## config.mk

```make
export PLATFORM = sky130hd
export DESIGN_NAME = reg_display_scan
export DESIGN_NICKNAME = d
export VERILOG_FILES = /design/src/rtl/reg_display_scan.sv
export SDC_FILE = /design/constraint.sdc
export NUM_CORES = 1
export LEC_CHECK = 0
export BUFFER_PORTS_ARGS = -buffer_cell sky130_fd_sc_hd__buf_2
export CAP_MARGIN = 40
export CORE_UTILIZATION = 58
export CTS_CLUSTER_DIAMETER = 100
export DETAILED_ROUTE_END_ITERATION = 7
export GPL_TIMING_DRIVEN = 0
export PLACE_DENSITY_LB_ADDON = 0.1
export SLEW_MARGIN = 20
export SYNTH_ARGS = -nofsm -noshare
export SYNTH_HDL_FRONTEND = slang
export SYNTH_SLANG_ARGS = --single-unit
```

## constraint.sdc

```tcl
create_clock -name clk -period 3.7 [get_ports clk]
set_clock_uncertainty 0.05 [all_clocks]
set_input_delay 1.11 -clock clk [delete_from_list [all_inputs] [get_ports clk]]
set_output_delay 1.11 -clock clk [all_outputs]
set_load 0.01 [all_outputs]
```

## src/rtl/reg_display_scan.sv

```systemverilog
// Register scan and 8-digit multiplexed seven-segment debug display.
// Optional macro DISP_INDEX_EN: digits 7..6 show the register index, 5..0 show snap[23:0].
module reg_display_scan #(
    parameter int CLK_DIV  = 50000,
    parameter int STEP_DIV = 50000000
) (
    input  logic        clk,
    input  logic        rstn,
    input  logic        hold,
    input  logic        step,
    input  logic [31:0] reg_data,
    output logic [4:0]  reg_sel,
    output logic [7:0]  an,
    output logic [7:0]  seg
);

    localparam int DIV_W  = (CLK_DIV  > 2) ? $clog2(CLK_DIV)  : 1;
    localparam int STEP_W = (STEP_DIV > 2) ? $clog2(STEP_DIV) : 1;
    localparam logic [DIV_W-1:0]  DIV_LAST  = DIV_W'(CLK_DIV - 1);
    localparam logic [STEP_W-1:0] STEP_LAST = STEP_W'(STEP_DIV - 1);

    // Active-low hex glyphs, segment order g..a.
    function automatic logic [6:0] hex_glyph(input logic [3:0] value);
        logic [6:0] glyph;
        case (value)
            4'h0:    glyph = 7'h40;
            4'h1:    glyph = 7'h79;
            4'h2:    glyph = 7'h24;
            4'h3:    glyph = 7'h30;
            4'h4:    glyph = 7'h19;
            4'h5:    glyph = 7'h12;
            4'h6:    glyph = 7'h02;
            4'h7:    glyph = 7'h78;
            4'h8:    glyph = 7'h00;
            4'h9:    glyph = 7'h10;
            4'hA:    glyph = 7'h08;
            4'hB:    glyph = 7'h03;
            4'hC:    glyph = 7'h46;
            4'hD:    glyph = 7'h21;
            4'hE:    glyph = 7'h06;
            4'hF:    glyph = 7'h0E;
            default: glyph = 7'h7F;
        endcase
        return glyph;
    endfunction

    logic [DIV_W-1:0]  div_cnt_r;
    logic [STEP_W-1:0] step_cnt_r;
    logic [2:0]        dig_r;
    logic              step_q_r;
    logic [4:0]        sel_r;
    logic              sel_chg_r;
    logic [31:0]       snap_r;
    logic [7:0]        an_r;
    logic [7:0]        seg_r;

    logic              div_wrap_s;
    logic              step_wrap_s;
    logic              auto_step_s;
    logic              man_step_s;
    logic              advance_s;
    logic              snap_en_s;
    logic [31:0]       disp_word_s;
    logic [3:0]        nibble_s;
    logic [7:0]        an_next_s;
    logic              dp_s;

    assign reg_sel = sel_r;
    assign an      = an_r;
    assign seg     = seg_r;

    // Step sources: auto step only while running, manual step only while held,
    // so the two can never request an increment on the same edge.
    always_comb begin
        div_wrap_s  = (div_cnt_r == DIV_LAST);
        step_wrap_s = (step_cnt_r == STEP_LAST);
        auto_step_s = step_wrap_s && !hold;
        man_step_s  = hold && step && !step_q_r;
        advance_s   = auto_step_s || man_step_s;
        snap_en_s   = (step_cnt_r == {STEP_W{1'b0}}) || sel_chg_r;
    end

    // Word presented on the display, with the optional index overlay.
    always_comb begin
`ifdef DISP_INDEX_EN
        disp_word_s = {3'b000, sel_r, snap_r[23:0]};
`else
        disp_word_s = snap_r;
`endif
    end

    // Digit nibble, one-cold anode pattern and decimal point for the current slot.
    always_comb begin
        case (dig_r)
            3'd0:    begin nibble_s = disp_word_s[3:0];   an_next_s = 8'hFE; end
            3'd1:    begin nibble_s = disp_word_s[7:4];   an_next_s = 8'hFD; end
            3'd2:    begin nibble_s = disp_word_s[11:8];  an_next_s = 8'hFB; end
            3'd3:    begin nibble_s = disp_word_s[15:12]; an_next_s = 8'hF7; end
            3'd4:    begin nibble_s = disp_word_s[19:16]; an_next_s = 8'hEF; end
            3'd5:    begin nibble_s = disp_word_s[23:20]; an_next_s = 8'hDF; end
            3'd6:    begin nibble_s = disp_word_s[27:24]; an_next_s = 8'hBF; end
            3'd7:    begin nibble_s = disp_word_s[31:28]; an_next_s = 8'h7F; end
            default: begin nibble_s = 4'h0;               an_next_s = 8'hFF; end
        endcase
        if (hold && (dig_r == 3'd7)) begin
            dp_s = 1'b0;
        end else begin
            dp_s = 1'b1;
        end
    end

    // Refresh divider and digit slot counter.
    always_ff @(posedge clk or negedge rstn) begin
        if (!rstn) begin
            div_cnt_r <= {DIV_W{1'b0}};
            dig_r     <= 3'd0;
        end else if (div_wrap_s) begin
            div_cnt_r <= {DIV_W{1'b0}};
            dig_r     <= dig_r + 3'd1;
        end else begin
            div_cnt_r <= div_cnt_r + {{(DIV_W-1){1'b0}}, 1'b1};
        end
    end

    // Free-running step period counter; hold never disturbs its phase.
    always_ff @(posedge clk or negedge rstn) begin
        if (!rstn) begin
            step_cnt_r <= {STEP_W{1'b0}};
        end else if (step_wrap_s) begin
            step_cnt_r <= {STEP_W{1'b0}};
        end else begin
            step_cnt_r <= step_cnt_r + {{(STEP_W-1){1'b0}}, 1'b1};
        end
    end

    // Register index, change flag and manual step edge detector.
    always_ff @(posedge clk or negedge rstn) begin
        if (!rstn) begin
            sel_r     <= 5'd0;
            sel_chg_r <= 1'b0;
            step_q_r  <= 1'b0;
        end else begin
            step_q_r  <= step;
            sel_chg_r <= advance_s;
            if (advance_s) begin
                sel_r <= sel_r + 5'd1;
            end else begin
                sel_r <= sel_r;
            end
        end
    end

    // Snapshot taken once reg_sel has been stable for a cycle, plus periodic refresh.
    always_ff @(posedge clk or negedge rstn) begin
        if (!rstn) begin
            snap_r <= 32'h0000_0000;
        end else if (snap_en_s) begin
            snap_r <= reg_data;
        end else begin
            snap_r <= snap_r;
        end
    end

    // Registered display drive; anode and segments update on the same edge.
    always_ff @(posedge clk or negedge rstn) begin
        if (!rstn) begin
            an_r  <= 8'hFF;
            seg_r <= 8'hFF;
        end else begin
            an_r  <= an_next_s;
            seg_r <= {dp_s, hex_glyph(nibble_s)};
        end
    end

endmodule
```

==> metrics.yaml, run 1 <==
logic_synthesis:
  ys_types: 50
  synth_edf_count: 0
  synth-seq-area-share_pct: 53.7
  synth-seq-cells: 100
  synthArstFlopShare_pct: 100
  syn_inst: 395
  syn_area_um2: 4690
  syn_nets: 448
  syn_area_per_cell_um2: 11.9
  yosysWarnings: 0
  synth_ff_type: "dfrtp_1"
detailed_routing:
  drc: 0
  wirelength_um: 9110
  drtIter0Drc: 181
  vias_per_cell: 5.65
  dr.pass1.iters: 4
  via_count: 3227
  drtAntennaViolNets: 0
  wl_per_cell_um: 15.9
clock_network:
  cts_tree: "yes"
  cts_made_buffers: 9
  cts_sinks: 100
  clk_pin_slew_ps: 100
  insertion_delay_ps: 360
  cts_root_buf: "clkbuf_8"
  cts_hold_buf: 0
  htree_levels: 3
  cts_buffer_depth: 2
place:
  place_ws_ps: 213
  dp_hpwl_um: 6580
  gp_congestion: 0.799
  place_area_um2: 5140
  numPortBuffers: 56
  dp_cells: 555
critical_path:
  worstSetupPathType: "reg2reg"
  ff2ff_setup_slack_ps: 260
  crit_arrival_ps: 3670
  worstPathRequired_ps: 3940
  worstSetupStartpointType: "flop"
  end_kind: "flop"
  path_max_fanout: 10
cells_and_area:
  multi_input_area_um2: 2050
  post-route-util_pct: 68.9
  antenna_cells: 0
  register_area_um2: 2520
  final_cells: 571
  area_delta_synth_final_pct: 14.0
  finalNetCount: 517
  design_area_um2: 5350
  final_layout_size_suffix_gt1_share_pct: 24.1
  n_fill_cell: 617
floorplan:
  core_um2: 7770
  io_pins: 57
  initial_utilization_pct: 60.4
  rows: 32
  fp.dieH_um: 92.0
  die_w_um: 92.0
  die_area_um2: 8460
grt:
  grt_pass1_wl_um: 15500
  grt_pass1_vias: 3269
  gr-usage-all-layers_pct: 23.5
  antenna_found_initial: 0
  overflow: 0
  grt_max_degree: 55
sta:
  fin_ws_ps: 261
  hold_ws_ps: 427
  timing.final.crit_share_pct: 92.9
  setup_violations: 0
  tightest_slew_ps: 731
  finalHoldViolations: 0
  fin_crit_ps: 3440
  slew_headroom_pct: 50.9
  fin_setup_tns_ps: 0
  rsz0062_at_grt: "no"
  clock.fmax_mhz: 291
  final_max_slew_viol_count: 0
run_status:
  status: "finished, final reports clean"
job:
  drv_cap: 0
pwr:
  ir_drop_mv: 0.282
  power.density_cell_area_nw_per_um2: 439
  p_leak_nw: 2.47
  power_mw: 2.35
worst_hold_path:
  hold_class: "reg2reg"
==> placed cells by master (no fill, tap or decap), drive strengths merged, types with 2 or more instances in the layout <==
master	synthesis	routed
xnor2	22	22
buf	9	67
a31o	2	2
nor2b	3	3
xor2	22	22
nand4	15	15
o21ai	5	5
and2	7	7
dfrtp	84	84
nand3b	2	2
and4	3	3
nand3	18	18
ha	17	17
a222oi	4	4
or2	3	3
nor3b	4	4
a21oi	2	2
o22ai	3	3
mux2i	4	4
nor2	34	34
inv	11	15
a221oi	3	3
clkbuf	7	16
a221o	2	2
dfstp	16	16
nor4	7	7
nor3	8	8
a22o	2	2
or4	2	2
mux2	33	33
nand2	21	21
and3	6	6
==> cells by family (layout without fill, tap and decap cells) <==
| group | Yosys count | in the layout | share of synthesized area [%] |
|---|---|---|---|
| AO/OA/AOI/OAI | 33 | 33 | 6.19 |
| XOR/XNOR | 44 | 44 | 8.21 |
| adder cells (fa/ha/maj) | 17 | 17 | 4.53 |
| buffers and inverters | 27 | 101 | 2.80 |
| flip-flops | 100 | 100 | 53.7 |
| multiplexers | 38 | 38 | 9.25 |
| AND/OR/NAND/NOR | 136 | 136 | 15.3 |
==> critical path, cell delays in order (launching register included) <==
cell and delay, ps:
dfrtp_1 400, clkbuf_1 350, inv_1 210, ha_1 270, or2_1 220, clkbuf_1 170, or2_1 240, buf_2 170
o211a_1 150, or2_2 330, ha_1 310, inv_1 50, mux4_2 450
==> metal layers <==
layer	routed length, µm	global-route usage [%]
met5	0	0
met4	72	3.91
met2	4530	38.3
met3	363	7.13
met1	4140	31.7
==> worst paths after layout <==
check,startpoint,cells after the start,endpoint
setup / recovery,dig_r[2],12,seg[3]
hold / removal,reg_sel[4],1,reg_sel[4]
setup reg to reg,dig_r[2],12,seg[3]
hold reg to reg,reg_sel[4],1,reg_sel[4]
max in group asynchronous,rstn,2,dig_r[2]
min in group asynchronous,rstn,1,step_cnt_r[9]
==> layout make-up <==
| type | instances | area share, % |
|---|---|---|
| Multi-Input combinational cell | 268 | 38.2 |
| Buffer | 16 | 1.68 |
| Timing Repair Buffer | 58 | 5.96 |
| Sequential cell | 100 | 47.1 |
| Clock buffer | 9 | 2.32 |
| Clock inverter | 7 | 1.50 |
| Tap cell | 102 | 2.39 |
| Inverter | 11 | 0.772 |
==> power by group <==
| part | leakage, nW | internal (mW) | switching [mW] |
|---|---|---|---|
| sequential | 1.23 | 1.23 | 0.0670 |
| clock | 0.103 | 0.324 | 0.394 |
| combinational | 1.14 | 0.170 | 0.167 |
| total | 2.47 | 1.72 | 0.628 |
==> sequential cells by signal (all words and copies together), names as in the netlist <==
name and count:
div_cnt_r 16, sel_chg_r 1, disp_word_s 32, dig_r 3, an 8, seg 8, reg_sel 5, step_q_r 1
step_cnt_r 26
==> what timing repair did <==
item | in CTS | in global routing
buffers inserted | 0 | 0
hold endpoints to repair | 0 | 0
setup endpoints to repair | 0 | 3
gates resized for setup | 0 | 1
==> synthesized netlist by cell type, types with 3 or more instances <==
master    count  share of area (%)
nor2b_1       3               0.40
ha_1         17                4.5
nor2_1       34                2.7
mux2i_1       4               0.85
inv_1        11               0.88
nand4_1      15                2.0
nand2_1      21                1.7
o21ai_0       5               0.53
and4_1        3               0.56
nor3_1        8               0.85
mux2_2        3               0.72
mux2_1       30                7.2
o22ai_1       3               0.40
and3_1        6               0.80
clkbuf_1      7               0.56
nor3b_1       4               0.64
a221oi_1      3               0.56
buf_6         3               0.72
and2_1        7               0.93
a222oi_1      4               0.85
nand3_1      18                1.9
dfrtp_1      84                 45
nor4_1        5               0.67
buf_2         6               0.64
dfstp_2      16                9.0
xor2_1       22                4.1
xnor2_1      22                4.1
No activity file was read; power rests on OpenSTA's default activity.
==> run 2, diff against run 1 <==
- ABC_AREA: unset -> 1
- CORE_UTILIZATION: 58 -> 55
==> run 2 against run 1 <==
Effect of this change:
- sequential power shrank 4%
- maximum frequency grew 31%
- largest cell class unchanged
- hold slack gained 9.5 ps
- critical path type unchanged
- non-clock buffer count shrank 5
- first-iteration DRC count shrank 18%
==> metrics.yaml, run 2 <==
pwr:
  p_sw_uw: 608  # -3.3%
  p_leak_nw: 3.02  # +22%
  p_clk_share_pct: 28.8  # -1.7 points
  ir_drop_mv: 0.205  # -27%
  pwr-share-comb_pct: 14.3  # about the same
  power.density_cell_area_nw_per_um2: 368  # -16%
  intPower_mw: 1.60  # -7.4%
  pwr-share-seq_pct: 56.9  # +1.8 points
  sw_frac_of_total_pct: 27.6  # +0.85 points
  power_mw: 2.20  # -6.3%
clock_network:
  htree_levels: 3  # unchanged
  cts_buffer_depth: 2  # unchanged
  cts_sinks: 100  # unchanged
  cts_hold_buf: 0  # unchanged
  insertion_delay_ps: 360  # about the same
  postCtsResizedCells: 0  # unchanged
  cts_root_buf: "clkbuf_8"
  cts_setup_buffers: 0  # unchanged
  cts_tree: "yes"
  clk_pin_slew_ps: 100  # about the same
  cts_made_buffers: 9  # unchanged
logic_synthesis:
  synth-seq-cells: 100  # unchanged
  synthArstFlopShare_pct: 100  # unchanged
  synth_compound_gate_area_share_pct: 2.32  # -3.9 points
  synth_ff_type: "dfrtp_1"
  ys_top_cells_by_count: "nand2_1 (193), nor2_1 (86), dfrtp_1 (84), nand3_1 (76), inv_1 (66)"
  syn_nets: 717  # +60%
  synth_edf_count: 0  # unchanged
  synth_top_family_by_area: "simple AND/OR/NAND/NOR gates"
  syn_area_per_cell_um2: 8.03  # -32%
  yosysMostFrequentCell: "nand2_1"
  yosysWarnings: 0  # unchanged
  synthMuxAreaShare_pct: 0  # -9.3 points
  synth_top_area_share_pct: 39.4  # -5.4 points
  synth.area.top_cells: "dfrtp_1 (39%), nand2_1 (14%), dfstp_2 (7.9%)"
  yosys.area_share.simple_pct: 35.1  # +20 points
  syn_area_um2: 5330  # +14%
  synthXorXnorAreaFrac_pct: 4.93  # -3.3 points
  synth-seq-area-share_pct: 47.3  # -6.4 points
  synthAdderAreaFrac_pct: 3.99  # -0.54 points
  syn_inst: 664  # +68%
  yosysTopAreaCell: "dfrtp_1"
  ys_types: 34  # -32%
sta:
  rsz0062_at_grt: "no"
  finalHoldViolations: 0  # unchanged
  clock.fmax_mhz: 381  # +31%
  fin_setup_tns_ps: 0  # unchanged
  setup_violations: 0  # unchanged
  fin_ws_ps: 1070  # +812 ps
  timing.final.crit_share_pct: 71.0  # -22 points
  slew_headroom_pct: 71.7  # +21 points
  fin_crit_ps: 2630  # -812 ps
  tightest_slew_ps: 424  # -307 ps
  final_max_slew_viol_count: 0  # unchanged
cells_and_area:
  largest_reg_flops: 32  # unchanged
  final_common_cell: "nand2_1"
  design_area_um2: 5980  # +12%
  multi_input_area_um2: 2470  # +21%
  area_delta_synth_final_pct: 12.2
  final_cells: 866  # +52%
  n_fill_cell: 835  # +35%
  final_layout_size_suffix_gt1_share_pct: 16.8  # -7.3 points
  finalNetCount: 785  # +52%
  register_area_um2: 2520  # unchanged
  antenna_cells: 0  # unchanged
  final_cell_mix: "nand2_1 (193), nor2_1 (86), dfrtp_1 (84)"
critical_path:
  worstSetupStartpointType: "flop"
  path_max_fanout: 7  # -3
  crit_arrival_ps: 2880  # -790 ps
  worstSetupPathType: "reg2reg"
  end_kind: "flop"
  worstPathRequired_ps: 3960  # +20 ps
floorplan:
  io_pins: 57  # unchanged
  die_area_um2: 10100  # +19%
  die_w_um: 100  # +9.2%
  initial_utilization_pct: 57.1  # -3.3 points
  rows: 35  # +9.4%
  fp.dieH_um: 100  # +9.2%
  core_um2: 9330  # +20%
grt:
  grt_pass1_vias: 4131  # +26%
  gr-usage-all-layers_pct: 23.6  # +0.12 points
  grt_max_degree: 57  # +3.6%
  antenna_found_initial: 0  # unchanged
  grt_pass1_wl_um: 18700  # +21%
  overflow: 0  # unchanged
detailed_routing:
  drtAntennaViolNets: 0  # unchanged
  dr.pass1.iters: 5  # +1
  wirelength_um: 10900  # +20%
  via_count: 4403  # +36%
  drtIter0Drc: 148  # -18%
  wl_per_cell_um: 12.6  # -21%
  vias_per_cell: 5.08  # -10%
  drc: 0  # unchanged
worst_hold_path:
  hold_class: "reg2reg"
place:
  place_area_um2: 5810  # +13%
  gp_congestion: 0.910  # +14%
  dp_cells: 850  # +53%
  numPortBuffers: 56  # unchanged
  place_ws_ps: 1120  # +904 ps
  dp_hpwl_um: 8210  # +25%
run_status:
  status: "finished, final reports clean"
job:
  drv_cap: 0  # unchanged
-- run 2: cell types whose count changed in the layout (fill, tap and decap cells not counted), moves of 11 or more --
| cell | previous run | this run |
|---|---|---|
| nand3_1 | 18 | 76 |
| mux2_1 | 30 | 0 |
| nor3_1 | 8 | 19 |
| nand2_1 | 21 | 193 |
| nor2_1 | 34 | 86 |
| inv_1 | 11 | 66 |
| xnor2_1 | 22 | 6 |
-- run 2: per-layer routing --
| layer | routed length (µm) | global-route usage (%) | part of all wire, % |
|---|---|---|---|
| met4 | 100 | 6.58 | 0.92 |
| met5 | 0 | 0 | 0 |
| met2 | 5480 | 41.1 | 50 |
| met3 | 471 | 4.60 | 4.3 |
| met1 | 4860 | 30.1 | 45 |
-- run 2: logic make-up (layout without fill, tap and decap cells) --
kind of cell / Yosys count / in the layout
adders and majority gates: 17 / 17
AOI/OAI and AO/OA: 21 / 21
DFF: 100 / 100
and+or+nand+nor: 413 / 413
buffers and inverters: 83 / 156
xor gates and xnor gates: 30 / 30
-- run 2: power groups by stage --
stage               Sequential (mW)  Clock (mW)  Combinational (mW)
finish                         1.25       0.635               0.314
global route                   1.27       0.691               0.360
CTS                            1.25       0.657               0.319
detailed placement             1.27           0               0.318
global placement               1.27           0               0.304
floorplan                      1.29           0               0.182
-- run 2: area by class of cell --
cell class / count / share of cell area, %
flip-flops and latches: 100 / 42.2
plain buffers: 12 / 1.13
inverters: 71 / 4.52
clock inverters: 3 / 0.398
well taps: 129 / 2.70
clock buffers: 13 / 2.49
multi-input cells: 481 / 41.3
repair buffers: 57 / 5.25
-- run 2: metrics by stage --
stage / hold slack [ps] / utilization (%)
2_1_floorplan: 405 / -
3_3_place_gp: 430 / 61.9
3_5_place_dp: 430 / 62.2
4_1_cts: 445 / 64.1
5_1_grt: 462 / 64.1
6_report: 437 / 64.1
-- run 2: path summary, 6_finish.rpt --
| check | startpoint | to | slack [ps] | cells past startpoint |
|---|---|---|---|---|
| max | dig_r[0] | seg[3] | 1070 | 15 |
| min | div_cnt_r[0] | div_cnt_r[0] | 440 | 1 |
| max reg2reg | dig_r[0] | seg[3] | 1070 | 15 |
| min reg2reg | div_cnt_r[0] | div_cnt_r[0] | 440 | 1 |
| max in group asynchronous | rstn | seg[7] | 2340 | 2 |
| min in group asynchronous | rstn | disp_word_s[2] | 620 | 1 |
-- run 2: critical path: stages, from the launching register on --
cell     delay (ps)
dfrtp_1         410
ha_1            260
ha_1            330
inv_1           130
nand2_2          90
inv_1           100
nand2_2          90
nor2_8          160
nand2_1          70
o21ai_1         220
ha_1            330
inv_1            60
nand3_1          70
nand2_1          80
nand2_1          50
nand2_1          70
